### config.mk
export PLATFORM = sky130hd
export DESIGN_NAME = eth_arp_engine
export DESIGN_NICKNAME = d
export VERILOG_FILES = /design/src/rtl/eth_arp_engine.sv
export SDC_FILE = /design/constraint.sdc
export NUM_CORES = 1
export LEC_CHECK = 0
export CORE_AREA = 2 2 338 340
export DETAILED_ROUTE_END_ITERATION = 12
export DIE_AREA = 0 0 340 342
export GPL_TIMING_DRIVEN = 0
export PLACE_DENSITY_LB_ADDON = 0.1
export SLEW_MARGIN = 20
export SYNTH_ARGS = -nofsm -noshare
export SYNTH_HDL_FRONTEND = slang
export SYNTH_SLANG_ARGS = --single-unit
export TNS_END_PERCENT = 5
### constraint.sdc
create_clock -name clk -period 2.7 [get_ports clk]
set_input_delay 0.405 -clock clk [delete_from_list [all_inputs] [get_ports clk]]
set_output_delay 0.405 -clock clk [all_outputs]
set_load 0.01 [all_outputs]
### src/rtl/eth_arp_engine.sv
// eth_arp_engine
//    Single-clock ARP engine. Parses rx frames (post-SFD GMII bytes), learns
//    sender IP/MAC pairs into a small round-robin cache, answers ARP requests
//    for our IP with a 60-byte reply (framer adds preamble/FCS) and serves
//    registered, 1-cycle-latency cache lookups to the IP layer.
//
//    Ports
//       clk, rst_n                    clock, async active-low reset
//       i_cmd_addr/data/wr            config writes: 0x00 MAC[47:32], 0x01 MAC[31:0],
//                                     0x02 IP, 0x03 ctrl (b0 reply_en, b1 learn_en,
//                                     b2 cache clear pulse)
//       i_rx_data, i_rx_dv            rx byte stream, dst MAC first, FCS last
//       o_tx_data, o_tx_en            reply byte stream, dst MAC first
//       i_lookup_ip, i_lookup_req     cache lookup request
//       o_lookup_vld/hit/mac          lookup result, one cycle after request
//       o_irq_rx                      pulse per accepted ARP frame
//       o_rx_arp_cnt, o_drop_cnt      wrapping statistics
//
//    Build option: define ETH_ARP_FCS_CHECK_EN to require a valid CRC-32 FCS
//    and a 64-byte minimum frame before a frame is accepted.
//
//    Tx FSM states
//       state    | meaning
//       TX_IDLE  | nothing to send, waiting for a pending reply
//       TX_GAP   | inter-frame gap, IFG_CYC cycles of silence
//       TX_SEND  | driving the 60 reply bytes, index 0..59

module eth_arp_engine #(
   parameter int CACHE_DEPTH = 4,
   parameter int IFG_CYC     = 12,
   parameter int CNT_W       = 8
) (
   input  logic             clk,
   input  logic             rst_n,
   input  logic [7:0]       i_cmd_addr,
   input  logic [31:0]      i_cmd_data,
   input  logic             i_cmd_wr,
   input  logic [7:0]       i_rx_data,
   input  logic             i_rx_dv,
   output logic [7:0]       o_tx_data,
   output logic             o_tx_en,
   input  logic [31:0]      i_lookup_ip,
   input  logic             i_lookup_req,
   output logic             o_lookup_vld,
   output logic             o_lookup_hit,
   output logic [47:0]      o_lookup_mac,
   output logic             o_irq_rx,
   output logic [CNT_W-1:0] o_rx_arp_cnt,
   output logic [CNT_W-1:0] o_drop_cnt
);

   localparam int IDX_W = (CACHE_DEPTH > 1) ? $clog2(CACHE_DEPTH) : 1;
   localparam int GAP_W = (IFG_CYC > 1) ? $clog2(IFG_CYC) : 1;

   typedef enum logic [1:0] {TX_IDLE, TX_GAP, TX_SEND} tx_state_t;

   // ---------------------------------------------------------------- config
   logic [47:0] own_mac;
   logic [31:0] own_ip;
   logic        reply_en;
   logic        learn_en;
   logic        cache_clr;

   assign cache_clr = i_cmd_wr && (i_cmd_addr == 8'h03) && i_cmd_data[2];

   always_ff @(posedge clk or negedge rst_n) begin
      if (!rst_n) begin
         own_mac  <= '0;
         own_ip   <= '0;
         reply_en <= 1'b0;
         learn_en <= 1'b0;
      end else if (i_cmd_wr) begin
         case (i_cmd_addr)
            8'h00: own_mac[47:32] <= i_cmd_data[15:0];
            8'h01: own_mac[31:0]  <= i_cmd_data;
            8'h02: own_ip         <= i_cmd_data;
            8'h03: begin
               reply_en <= i_cmd_data[0];
               learn_en <= i_cmd_data[1];
            end
            default: ;
         endcase
      end
   end

   // ---------------------------------------------------------------- rx parse
   logic [7:0]  rx_cnt;
   logic        rx_dv_d;
   logic        rx_armed;
   logic        dst_own;
   logic        dst_bc;
   logic        fix_ok;
   logic [7:0]  oper_lo;
   logic [47:0] rx_sha;
   logic [31:0] rx_spa;
   logic [31:0] rx_tpa;
   logic [7:0]  own_byte;
   logic [7:0]  fix_byte;
   logic        fix_chk;
   logic        rx_end;
   logic        fcs_ok;
   logic        rx_accept;

   // own MAC byte for the dst compare and the expected value of fixed header bytes
   always_comb begin
      own_byte = 8'h00;
      fix_byte = 8'h00;
      fix_chk  = 1'b0;
      case (rx_cnt)
         8'd0:  own_byte = own_mac[47:40];
         8'd1:  own_byte = own_mac[39:32];
         8'd2:  own_byte = own_mac[31:24];
         8'd3:  own_byte = own_mac[23:16];
         8'd4:  own_byte = own_mac[15:8];
         8'd5:  own_byte = own_mac[7:0];
         8'd12: begin fix_chk = 1'b1; fix_byte = 8'h08; end
         8'd13: begin fix_chk = 1'b1; fix_byte = 8'h06; end
         8'd14: begin fix_chk = 1'b1; fix_byte = 8'h00; end
         8'd15: begin fix_chk = 1'b1; fix_byte = 8'h01; end
         8'd16: begin fix_chk = 1'b1; fix_byte = 8'h08; end
         8'd17: begin fix_chk = 1'b1; fix_byte = 8'h00; end
         8'd18: begin fix_chk = 1'b1; fix_byte = 8'h06; end
         8'd19: begin fix_chk = 1'b1; fix_byte = 8'h04; end
         8'd20: begin fix_chk = 1'b1; fix_byte = 8'h00; end
         default: ;
      endcase
   end

   always_ff @(posedge clk or negedge rst_n) begin
      if (!rst_n) begin
         rx_cnt   <= '0;
         rx_dv_d  <= 1'b0;
         rx_armed <= 1'b0;
         dst_own  <= 1'b0;
         dst_bc   <= 1'b0;
         fix_ok   <= 1'b0;
         oper_lo  <= '0;
         rx_sha   <= '0;
         rx_spa   <= '0;
         rx_tpa   <= '0;
      end else begin
         rx_dv_d <= i_rx_dv;
         // a frame already in flight when reset released is never accepted
         if (!i_rx_dv) rx_armed <= 1'b1;
         if (i_rx_dv) begin
            if (rx_cnt != 8'hFF) rx_cnt <= rx_cnt + 8'd1;
            if (rx_cnt == 8'd0) begin
               dst_own <= (i_rx_data == own_byte);
               dst_bc  <= (i_rx_data == 8'hFF);
               fix_ok  <= 1'b1;
            end else if (rx_cnt < 8'd6) begin
               dst_own <= dst_own && (i_rx_data == own_byte);
               dst_bc  <= dst_bc && (i_rx_data == 8'hFF);
            end
            if (fix_chk && (i_rx_data != fix_byte)) fix_ok <= 1'b0;
            if (rx_cnt == 8'd21) oper_lo <= i_rx_data;
            if (rx_cnt >= 8'd22 && rx_cnt <= 8'd27) rx_sha <= {rx_sha[39:0], i_rx_data};
            if (rx_cnt >= 8'd28 && rx_cnt <= 8'd31) rx_spa <= {rx_spa[23:0], i_rx_data};
            if (rx_cnt >= 8'd38 && rx_cnt <= 8'd41) rx_tpa <= {rx_tpa[23:0], i_rx_data};
         end else begin
            rx_cnt <= '0;
         end
      end
   end

`ifdef ETH_ARP_FCS_CHECK_EN
   logic [31:0] rx_crc;

   function automatic logic [31:0] crc_next(input logic [31:0] c, input logic [7:0] d);
      logic [31:0] r;
      r = c ^ {24'h0, d};
      for (int b = 0; b < 8; b++) r = r[0] ? ((r >> 1) ^ 32'hEDB8_8320) : (r >> 1);
      return r;
   endfunction

   function automatic logic [31:0] bit_rev(input logic [31:0] v);
      logic [31:0] r;
      for (int b = 0; b < 32; b++) r[b] = v[31-b];
      return r;
   endfunction

   always_ff @(posedge clk or negedge rst_n) begin
      if (!rst_n) begin
         rx_crc <= '1;
      end else if (i_rx_dv) begin
         rx_crc <= crc_next((rx_cnt == 8'd0) ? 32'hFFFF_FFFF : rx_crc, i_rx_data);
      end
   end

   // reflected register holds the bit-reversed form of the residue
   assign fcs_ok = (rx_cnt >= 8'd64) && (bit_rev(rx_crc) == 32'hC704_DD7B);
`else
   assign fcs_ok = 1'b1;
`endif

   assign rx_end    = rx_dv_d && !i_rx_dv;
   assign rx_accept = rx_end && rx_armed && fcs_ok && (rx_cnt >= 8'd42) && fix_ok &&
                      ((oper_lo == 8'd1) || (oper_lo == 8'd2)) && (dst_own || dst_bc);

   // ---------------------------------------------------------------- cache
   logic             cache_vld [CACHE_DEPTH];
   logic [31:0]      cache_ip  [CACHE_DEPTH];
   logic [47:0]      cache_mac [CACHE_DEPTH];
   logic [IDX_W-1:0] rr;
   logic             learn_hit;
   logic [IDX_W-1:0] learn_idx;
   logic             lk_hit;
   logic [47:0]      lk_mac;
   logic             do_learn;

   always_comb begin
      learn_hit = 1'b0;
      learn_idx = rr;
      lk_hit    = 1'b0;
      lk_mac    = '0;
      for (int i = 0; i < CACHE_DEPTH; i++) begin
         if (cache_vld[i] && (cache_ip[i] == rx_spa) && !learn_hit) begin
            learn_hit = 1'b1;
            learn_idx = IDX_W'(i);
         end
         if (cache_vld[i] && (cache_ip[i] == i_lookup_ip) && !lk_hit) begin
            lk_hit = 1'b1;
            lk_mac = cache_mac[i];
         end
      end
   end

   assign do_learn = rx_accept && learn_en && (rx_spa != 32'h0);

   always_ff @(posedge clk or negedge rst_n) begin
      if (!rst_n) begin
         rr <= '0;
         for (int i = 0; i < CACHE_DEPTH; i++) begin
            cache_vld[i] <= 1'b0;
            cache_ip[i]  <= '0;
            cache_mac[i] <= '0;
         end
      end else if (cache_clr) begin
         rr <= '0;
         for (int i = 0; i < CACHE_DEPTH; i++) cache_vld[i] <= 1'b0;
      end else if (do_learn) begin
         cache_vld[learn_idx] <= 1'b1;
         cache_ip[learn_idx]  <= rx_spa;
         cache_mac[learn_idx] <= rx_sha;
         if (!learn_hit) rr <= (rr == IDX_W'(CACHE_DEPTH - 1)) ? '0 : rr + 1'b1;
      end
   end

   // lookup reads pre-edge contents, so a same-cycle learn is not visible
   always_ff @(posedge clk or negedge rst_n) begin
      if (!rst_n) begin
         o_lookup_vld <= 1'b0;
         o_lookup_hit <= 1'b0;
         o_lookup_mac <= '0;
      end else begin
         o_lookup_vld <= i_lookup_req;
         o_lookup_hit <= i_lookup_req && lk_hit;
         o_lookup_mac <= i_lookup_req ? lk_mac : 48'h0;
      end
   end

   // ---------------------------------------------------------------- reply / stats
   tx_state_t        tx_state;
   tx_state_t        tx_next;
   logic [GAP_W-1:0] gap_cnt;
   logic [5:0]       byte_idx;
   logic             pending;
   logic [47:0]      rep_sha;
   logic [31:0]      rep_spa;
   logic             is_req;
   logic             tx_busy;
   logic             enter_send;

   assign is_req     = rx_accept && (oper_lo == 8'd1) && (rx_tpa == own_ip) && reply_en;
   assign tx_busy    = pending || (tx_state != TX_IDLE);
   assign enter_send = (tx_state == TX_GAP) && (tx_next == TX_SEND);

   always_ff @(posedge clk or negedge rst_n) begin
      if (!rst_n) begin
         o_irq_rx     <= 1'b0;
         o_rx_arp_cnt <= '0;
         o_drop_cnt   <= '0;
         pending      <= 1'b0;
         rep_sha      <= '0;
         rep_spa      <= '0;
      end else begin
         o_irq_rx <= rx_accept;
         if (rx_accept) o_rx_arp_cnt <= o_rx_arp_cnt + CNT_W'(1);
         if (enter_send) pending <= 1'b0;
         if (is_req) begin
            if (tx_busy) begin
               o_drop_cnt <= o_drop_cnt + CNT_W'(1);
            end else begin
               pending <= 1'b1;
               rep_sha <= rx_sha;
               rep_spa <= rx_spa;
            end
         end
      end
   end

   // ---------------------------------------------------------------- tx FSM
   always_ff @(posedge clk or negedge rst_n) begin
      if (!rst_n) begin
         tx_state <= TX_IDLE;
         gap_cnt  <= '0;
         byte_idx <= '0;
      end else begin
         tx_state <= tx_next;
         case (tx_state)
            TX_IDLE: begin
               gap_cnt  <= GAP_W'(IFG_CYC - 1);
               byte_idx <= '0;
            end
            TX_GAP:  if (gap_cnt != '0) gap_cnt <= gap_cnt - 1'b1;
            TX_SEND: byte_idx <= byte_idx + 6'd1;
            default: ;
         endcase
      end
   end

   // own MAC/IP are read live so config changes show up on the very next byte
   logic [479:0] tx_frame;
   logic [479:0] tx_shift;

   assign tx_frame = {rep_sha, own_mac, 16'h0806, 16'h0001, 16'h0800, 8'h06, 8'h04,
                      16'h0002, own_mac, own_ip, rep_sha, rep_spa, 144'h0};
   assign tx_shift = tx_frame << {byte_idx, 3'b000};

   always_comb begin
      tx_next   = tx_state;
      o_tx_en   = 1'b0;
      o_tx_data = 8'h00;
      case (tx_state)
         TX_IDLE: if (pending) tx_next = TX_GAP;
         TX_GAP:  if (gap_cnt == '0) tx_next = TX_SEND;
         TX_SEND: begin
            o_tx_en   = 1'b1;
            o_tx_data = tx_shift[479:472];
            if (byte_idx == 6'd59) tx_next = TX_IDLE;
         end
         default: tx_next = TX_IDLE;
      endcase
   end

endmodule

* Word level (Yosys, flattened, before mapping)
Index checks and enable logic that the tools add are counted.
** Storage, ports and cells
- Register bits :: 701
- Logic and storage cells :: 232
** Operators by class
- $add $sub $neg :: 6
- Order comparisons :: 10
- Eq/ne operators :: 41
- Shift operators :: 1
- Multiplexer cells :: 54
- Bitwise gates (word level) :: 4
- Reduce and logical (&&, ||, !) cells :: 76
** Operators with widths (count)
- 480-bit by 9-bit << shifter with 480-bit output :: 1
- 32-bit == test :: 9
- 48-bit 2-to-1 mux :: 6
- 192-bit bitwise mux :: 1
- 128-bit bitwise mux :: 1
- 48-bit demux with 2-bit select :: 1
- 32-bit demux with 2-bit select :: 1
- 8-bit by 5-bit == test with 1-bit output (second input constant) :: 6
- 8-bit case mux with 6 select lines :: 1
- 8-bit by 2-bit == test with 1-bit output (second input constant) :: 5
- 1-bit logical AND :: 36
- 8-bit by 4-bit == test with 1-bit output (second input constant) :: 4
- 32-bit 2-to-1 mux :: 1
- 32-bit nonzero test :: 1
- 2-bit AND reduction :: 15
- 8-bit by 1-bit adder with 8-bit output (second input constant) :: 3
- 8-bit by 1-bit == test with 1-bit output (second input constant) :: 3
- 8-bit 2-to-1 mux :: 3
- 2-bit 2-to-1 mux :: 11
- 1-bit 2-to-1 mux :: 20
- 8-bit by 3-bit == test with 1-bit output (second input constant) :: 2
- 8-bit by 5-bit >= comparator with 1-bit output (second input constant) :: 2
- 8-bit by 6-bit >= comparator with 1-bit output (second input constant) :: 2
- 8-bit by 5-bit less-or-equal comparator with 1-bit output (second input constant) :: 2
- 34 further kinds :: 55

* Depth between registers and ports, before layout
Gate-level depths: netlist of the first run.
- Depth after elaboration :: 20
- Gate-level depth with buffers :: 12
- Mapped depth without buffers :: 9

* Worst setup path after synthesis of the first run
No wires, ideal clock.
- Kind :: register -> output
- Start :: register byte_idx[0]
- End :: output o_tx_data[1]
- Arrival time :: 2501 ps
- Path slack :: -206 ps
- Cell stages (with the launch flop) :: 13
- Cell sequence :: dfrtp_1 clkbuf_1 buf_2 buf_2 buf_2 inv_1 ha_1 nand2_1 nor2_1 a311oi_1 a211oi_1 a21oi_1 nor2_1
** On the way
- Longest elaborated chain between the ends :: 2
** Ends and longest elaborated chain
- start, declared :: RTL line 266 : logic [5:0] byte_idx;
- start signal, assigned :: RTL line 316 : TX_SEND: byte_idx <= byte_idx + 6'd1;
- 480-bit by 9-bit << shifter with 480-bit output :: RTL line 328 : assign tx_shift = tx_frame << {byte_idx, 3'b000};
- 8-bit 2-to-1 mux :: RTL line 334 : case (tx_state)
- end, declared :: RTL line 40 : output logic [7:0] o_tx_data,
No other way between the ends.

* Worst setup path after layout of the first run
- Start :: register byte_idx[0]
- End :: output o_tx_data[7]
Same word-level chain as after synthesis.

==> impl_metrics.tcl, run 1 <==
set metrics [dict create \
    outcome "finished, violations left" \
    violations "negative setup slack" \
    reg2reg_from "cache_ip[23]" \
    core_area_mm2 0.113 \
    synth_cell_type_count 67 \
    worst_slack_ns -0.611 \
    dr_wl_met2_um 57900 \
    synth_top_family_by_area "multiplexers" \
    dpl-instance-area_mm2 0.0375 \
    synth_most_common_cell "dfrtp_1" \
    antenna_found_initial 2 \
    clock_latency_ns 0.66 \
    skew_ns 0.0239 \
    min-delay-start "i_lookup_req" \
    top_layer "met4" \
    hold_depth 1 \
    synth_warnings 0 \
    hold_class "in2reg" \
    final-setup-viol-count 453 \
    wl_met1_um 55400 \
    start_util 0.298 \
    tightest_slew_ns 1.10 \
    sw_frac_of_total 0.233 \
    vias_per_cell 5.15 \
    synth.top_cells.by_area "dfrtp_1, mux2_2, xor2_1" \
    synthMuxAreaShare 0.227 \
    ys.flop_type "dfrtp_1" \
    cp_cell_sequence "clkbuf_16 > buf_16 > buf_8 > mux4_2 > nand3_2 > o21ai_2 > a22oi_2 > o22a_1 > nor2_2 > buf_2" \
    slew_viol_final 0 \
    wl_met3_um 4430 \
    grt_max_degree 101 \
    rsz0062_at_grt "yes" \
    worst-endpoint-arrival_ns 2.91 \
    comb_power_share 0.040 \
    p_per_area_mw_per_mm2 540 \
    crit_path_end_kind "output pin" \
    whs_endpoint "o_lookup_vld" \
    period_share 1.23 \
    ys_ff_latch 701 \
    critPathBufInv 4 \
    first_pass_iters 5 \
    nNetsFinal 3125 \
    switching_power_mw 5.47 \
    synth.top_cells.by_count "dfrtp_1, mux2_2, xor2_1, nand2_1, xnor2_1" \
    wl_um 121000 \
    syn_to_final_growth_pct 29.2 \
    overflow 0 \
    fill_cells 10800 \
    die_area_mm2 0.116 \
    p_leak_nw 20.3 \
    crit_required_ns 2.30 \
    synthSimpleGateAreaFrac 0.0923 \
    path_class "reg2out" \
    drc 0 \
    ys_seq_area_frac 0.521 \
    synth_area_mm2 0.0337 \
    ios 161 \
    cpMaxStageDelayCell "mux4_2" \
    relSlewSlack 0.269 \
    power_frac_seq 0.454 \
    vdd_drop_max_uv 408 \
    drive_gt1_frac 0.358 \
    synth_compound_area_frac 0.0487 \
    cts_buffers 87 \
    synth_largest_area_cell "dfrtp_1" \
    design_area_mm2 0.0435 \
    async_reset_ff_frac 1.00 \
    clockRootBuffer "clkbuf_16" \
    clock_sinks 701 \
    syn_nets 2792 \
    reg2reg_depth 12 \
    cts_buffer_depth 3 \
    antenna_left 0 \
    slowest_delay_ns 0.53 \
    finalHoldViolCount 0 \
    total_power_mw 23.5 \
    p_clk_frac 0.506 \
    synthCells 2694 \
    fin_hold_ws_ns 0.221 \
    rrSetupSlack_ns -0.45 \
    hpwl_um 86200 \
    power.internal_mw 18.0 \
    path_max_fanout 5 \
    fmax_ghz 0.302 \
    num_vias 23700 \
    start_kind "register" \
    grt.total_usage 0.206 \
    cts_tree "yes" \
    cts.clk_slew.worst_paths_ns 0.05 \
    die_w_um 340 \
    avgSynthCellArea_um2 12.5 \
    drt_iter0_markers 1477 \
    portBuffers 154 \
    h-tree-depth 3 \
    grt_first_pass_wirelength_um 176000 \
    synth_top_area_frac 0.521 \
    yosys.area_share.adder 0.00483 \
    synth_xor_area_frac 0.0812 \
    min_period_ns 3.31 \
    crit_family "buffers and inverters" \
    wl_per_cell_um 26.3 \
    synth-edff-count 0 \
    drv_cap 0 \
    place.gp.congestion 0.895 \
    rows 124 \
    die_h_um 342 \
    r2r-end "cache_mac[111]" \
    grt_pass1_vias 24700 \
]
placed cells by master, fill, tap and decap left out, types with 24 or more instances in the layout:
| master | count |
|---|---|
| a31oi_1 | 38 |
| buf_6 | 28 |
| xor2_1 | 188 |
| nand2_1 | 144 |
| clkdlybuf4s50_1 | 129 |
| and2_1 | 50 |
| buf_12 | 34 |
| mux2_1 | 44 |
| nor2_1 | 40 |
| nor3b_1 | 51 |
| nor4_1 | 54 |
| buf_4 | 62 |
| clkbuf_16 | 106 |
| o21ai_0 | 65 |
| clkbuf_8 | 34 |
| xnor2_1 | 96 |
| nand3_1 | 41 |
| mux2i_1 | 26 |
| clkbuf_1 | 53 |
| nand4_1 | 51 |
| mux2_4 | 77 |
| mux4_2 | 24 |
| dfrtp_1 | 683 |
| mux2_2 | 484 |
layout make-up:
cell class                      instances  area [um2]  share of cell area
Clock inverter                         33         405             0.00932
Timing Repair Buffer                  247        2610              0.0600
Clock buffer                          124        2470              0.0567
Buffer                                171        2010              0.0463
Inverter                               20        75.1             0.00173
Multi-Input combinational cell       1799       16500               0.378
Sequential cell                       701       17600               0.404
Tap cell                             1512        1890              0.0435
Antenna cell                            3        7.51            0.000173
worst reg2reg max path, delay by kind of cell (launching register included):
| family | cells | cell delay (ns) |
|---|---|---|
| DFF | 1 | 0.42 |
| AOI/OAI and AO/OA | 2 | 0.43 |
| xor gates and xnor gates | 1 | 0.19 |
| buffers and inverters | 5 | 0.72 |
| muxes | 1 | 0.28 |
| and+or+nand+nor | 3 | 0.99 |
per-layer routing:
metal  global-route usage  vias up
met5                    0        -
met1                0.283    12600
met4               0.0591        0
met2                0.341      554
met3               0.0276      171
li1                     -    10400
cells by family after synthesis:
| family | count (synthesis) |
|---|---|
| AOI/OAI and AO/OA | 253 |
| xor gates and xnor gates | 312 |
| adders and majority gates | 13 |
| buffers and inverters | 194 |
| DFF | 701 |
| muxes | 657 |
| and+or+nand+nor | 564 |
sequential cells by signal, summed over array words and instances (netlist names), 6 cells and up:
signal and flops:
byte_idx 6, cache_ip 128, cache_mac 192, o_drop_cnt 8, o_lookup_mac 48, o_rx_arp_cnt 8, oper_lo 8, own_ip 32
own_mac 48, rep_sha 48, rep_spa 32, rx_cnt 8, rx_sha 48, rx_spa 32, rx_tpa 32
stage by stage:
stage	setup TNS, ns	setup slack [ns]	cells	util
after floorplan	-18.16	-0.130	2694	-
after global placement	-	-31.57	4360	0.328
after detailed placement	-758.68	-2.36	4376	0.331
after CTS	-118.82	-0.643	4585	0.379
after global routing	-183.50	-0.733	4607	0.384
final	-139.23	-0.611	4610	0.384
power by group through the flow:
stage	sequential, mW	clock, mW	combinational [mW]
final	10.7	11.9	0.947
after detailed placement	10.8	0	0.949
after floorplan	10.8	0	0.308
after CTS	10.7	12.2	0.960
after global placement	10.9	0	0.873
after global routing	10.7	12.6	1.03
what timing repair did:
action,in CTS,in global routing
hold buffers,1,0
endpoints found under the setup margin,534,552
pin swaps,65,45
gates cloned,5,2
gates resized for setup,562,142
setup buffers,49,21
endpoints found under the hold margin,58,0
worst max-delay path by stage:
| stage | from | end | depth (start not counted) |
|---|---|---|---|
| floorplan | rx_cnt[4] | cache_mac[168] | 10 |
| global placement | rst_n | o_drop_cnt[5] | 1 |
| detailed placement | i_lookup_ip[22] | o_lookup_mac[46] | 10 |
| CTS | byte_idx[0] | o_tx_data[7] | 10 |
| global route | byte_idx[0] | o_tx_data[7] | 10 |
| finish | byte_idx[0] | o_tx_data[7] | 10 |
Note: power is estimated with default switching activity, not from simulation.
==> inputs of run 2 (changes only) <==
CORE_AREA = 2 2 314 316   (was 2 2 338 340)
DIE_AREA = 0 0 316 318   (was 0 0 340 342)
==> impl_metrics.tcl, run 2 (same netlist as run 1, synthesis figures left out) <==
set metrics [dict create \
    h-tree-depth 3 \
    wl_um 118000 \
    min_period_ns 3.28 \
    cp-startpoint "byte_idx[0]" \
    crit_path_end_kind "output pin" \
    die_area_mm2 0.100 \
    syn_to_final_growth_pct 29.5 \
    drv_cap 0 \
    fmax_ghz 0.305 \
    tightest_slew_ns 1.09 \
    slew_viol_final 0 \
    rows 115 \
    largest_reg_flops 192 \
    vias_per_cell 5.42 \
    power_frac_seq 0.459 \
    drive_gt1_frac 0.369 \
    grt.total_usage 0.231 \
    clock_latency_ns 0.65 \
    clock_sinks 701 \
    largest-register "cache_mac" \
    violations "negative setup slack" \
    die_w_um 316 \
    worst-endpoint-arrival_ns 2.88 \
    power.internal_mw 17.8 \
    fill_cells 8853 \
    cts.clk_slew.worst_paths_ns 0.06 \
    p_clk_frac 0.501 \
    design_area_mm2 0.0436 \
    comb_power_share 0.040 \
    place.gp.congestion 0.931 \
    wl_per_cell_um 26.8 \
    hold_class "in2reg" \
    dpl-instance-area_mm2 0.0371 \
    start_util 0.346 \
    p_leak_nw 20.4 \
    cts_tree "yes" \
    reg2reg_from "rx_spa[9]" \
    portBuffers 154 \
    antenna_left 0 \
    grt_first_pass_wirelength_um 171000 \
    finish.utilization 0.447 \
    layout_common_cells "dfrtp_1, mux2_2, xor2_1, nand2_1, mux2_4" \
    total_power_mw 23.2 \
    overflow 0 \
    min-delay-start "i_lookup_req" \
    hpwl_um 81900 \
    num_vias 23900 \
    first_pass_iters 5 \
    die_h_um 318 \
    nNetsFinal 3153 \
    final-setup-viol-count 455 \
    finalHoldViolCount 0 \
    outcome "finished, violations left" \
    crit_required_ns 2.30 \
    start_kind "register" \
    core_area_mm2 0.0974 \
    cts_buffer_depth 3 \
    top_regs "cache_mac x192, cache_ip x128" \
    vdd_drop_max_uv 472 \
    skew_ns 0.0266 \
    worst_slack_ns -0.581 \
    p_per_area_mw_per_mm2 532 \
    switching_power_mw 5.38 \
    relSlewSlack 0.273 \
    clockRootBuffer "clkbuf_16" \
    rsz0062_at_grt "yes" \
    sw_frac_of_total 0.232 \
    grt_max_degree 94 \
    grt_pass1_vias 24500 \
    cts_buffers 84 \
    drt_iter0_markers 1732 \
    drc 0 \
    period_share 1.22 \
    path_max_fanout 5 \
    antenna_found_initial 5 \
    layout_commonest_cell "dfrtp_1" \
    ios 161 \
    path_class "reg2out" \
]
-- run 2: cell count changes in the layout (fill, tap and decap cells not counted), moves of 5 or more --
cell             change
mux2_1              -21
o21ai_1             +14
dfrtp_1              -5
mux2_4              +63
dfrtp_2              +5
nor4_2               +5
buf_4               +39
mux2_2              -42
clkdlybuf4s50_1      -6
clkbuf_2            -10
buf_6                +6
o21ai_0             -10
-- run 2: final cells by class --
class,instances,area (um2),area share
clock buffer,124,2520,0.0577
multi-input combinational,1799,16700,0.383
buffer,171,1920,0.0441
timing repair buffer,278,2890,0.0662
clock inverter,30,312,0.00715
sequential,701,17600,0.403
tap,1287,1610,0.0370
inverter,20,75.1,0.00172
antenna,4,10.0,0.000230
-- run 2: timing repair --
item                       4_1_cts  5_1_grt
setup endpoints to repair      541      552
buffers inserted                59       43
hold buffers                     1        0
pin swaps                       63       55
hold endpoints to repair        50        0
gates resized for setup        471      298
cloned                           6        4
-- run 2: power groups by stage --
| stage | logic (mW) | clock network (mW) | registers, mW |
|---|---|---|---|
| 6_report | 0.927 | 11.6 | 10.7 |
| 5_1_grt | 1.01 | 12.4 | 10.7 |
| 4_1_cts | 0.932 | 11.9 | 10.7 |
| 3_5_place_dp | 0.927 | 0 | 10.8 |
| 3_3_place_gp | 0.853 | 0 | 10.9 |
| 2_1_floorplan | 0.308 | 0 | 10.8 |
-- run 2: routing by layer --
metal  vias up  track usage  wire length [um]
li1      10500            -                 -
met1     12600        0.322             53100
met2       673        0.364             54400
met3       198       0.0366              5920
met4         0       0.0820              4730
met5         -            0                 0
-- run 2: critical path, cell delays in order, from the launching register on --
cell,delay (ns)
dfrtp_1,0.38
clkbuf_16,0.17
buf_12,0.10
buf_16,0.14
mux4_2,0.55
a22o_1,0.30
a21oi_2,0.12
o22a_1,0.21
nor2_1,0.08
buf_2,0.17
-- run 2: worst paths after layout --
path                       slack [ns]  cells past startpoint         endpoint
setup / recovery                -0.58                      9     o_tx_data[3]
hold / removal                   0.24                      1     o_lookup_vld
setup reg to reg                -0.53                     12   cache_mac[159]
hold reg to reg                  0.47                      1  o_rx_arp_cnt[7]
max in group asynchronous        0.76                      5        rx_tpa[5]
min in group asynchronous        0.30                      2   cache_mac[182]
-- run 2: per-stage QoR --
step	setup WS, ns	setup TNS [ns]	std cells	hold slack [ns]
final	-0.581	-140.08	4414	0.239
after global routing	-0.684	-177.10	4410	0.249
after CTS	-0.613	-142.30	4364	0.204
after detailed placement	-2.50	-912.78	4148	0.381
after global placement	-30.70	-	4135	0.454
after floorplan	-0.130	-18.16	2694	0.109
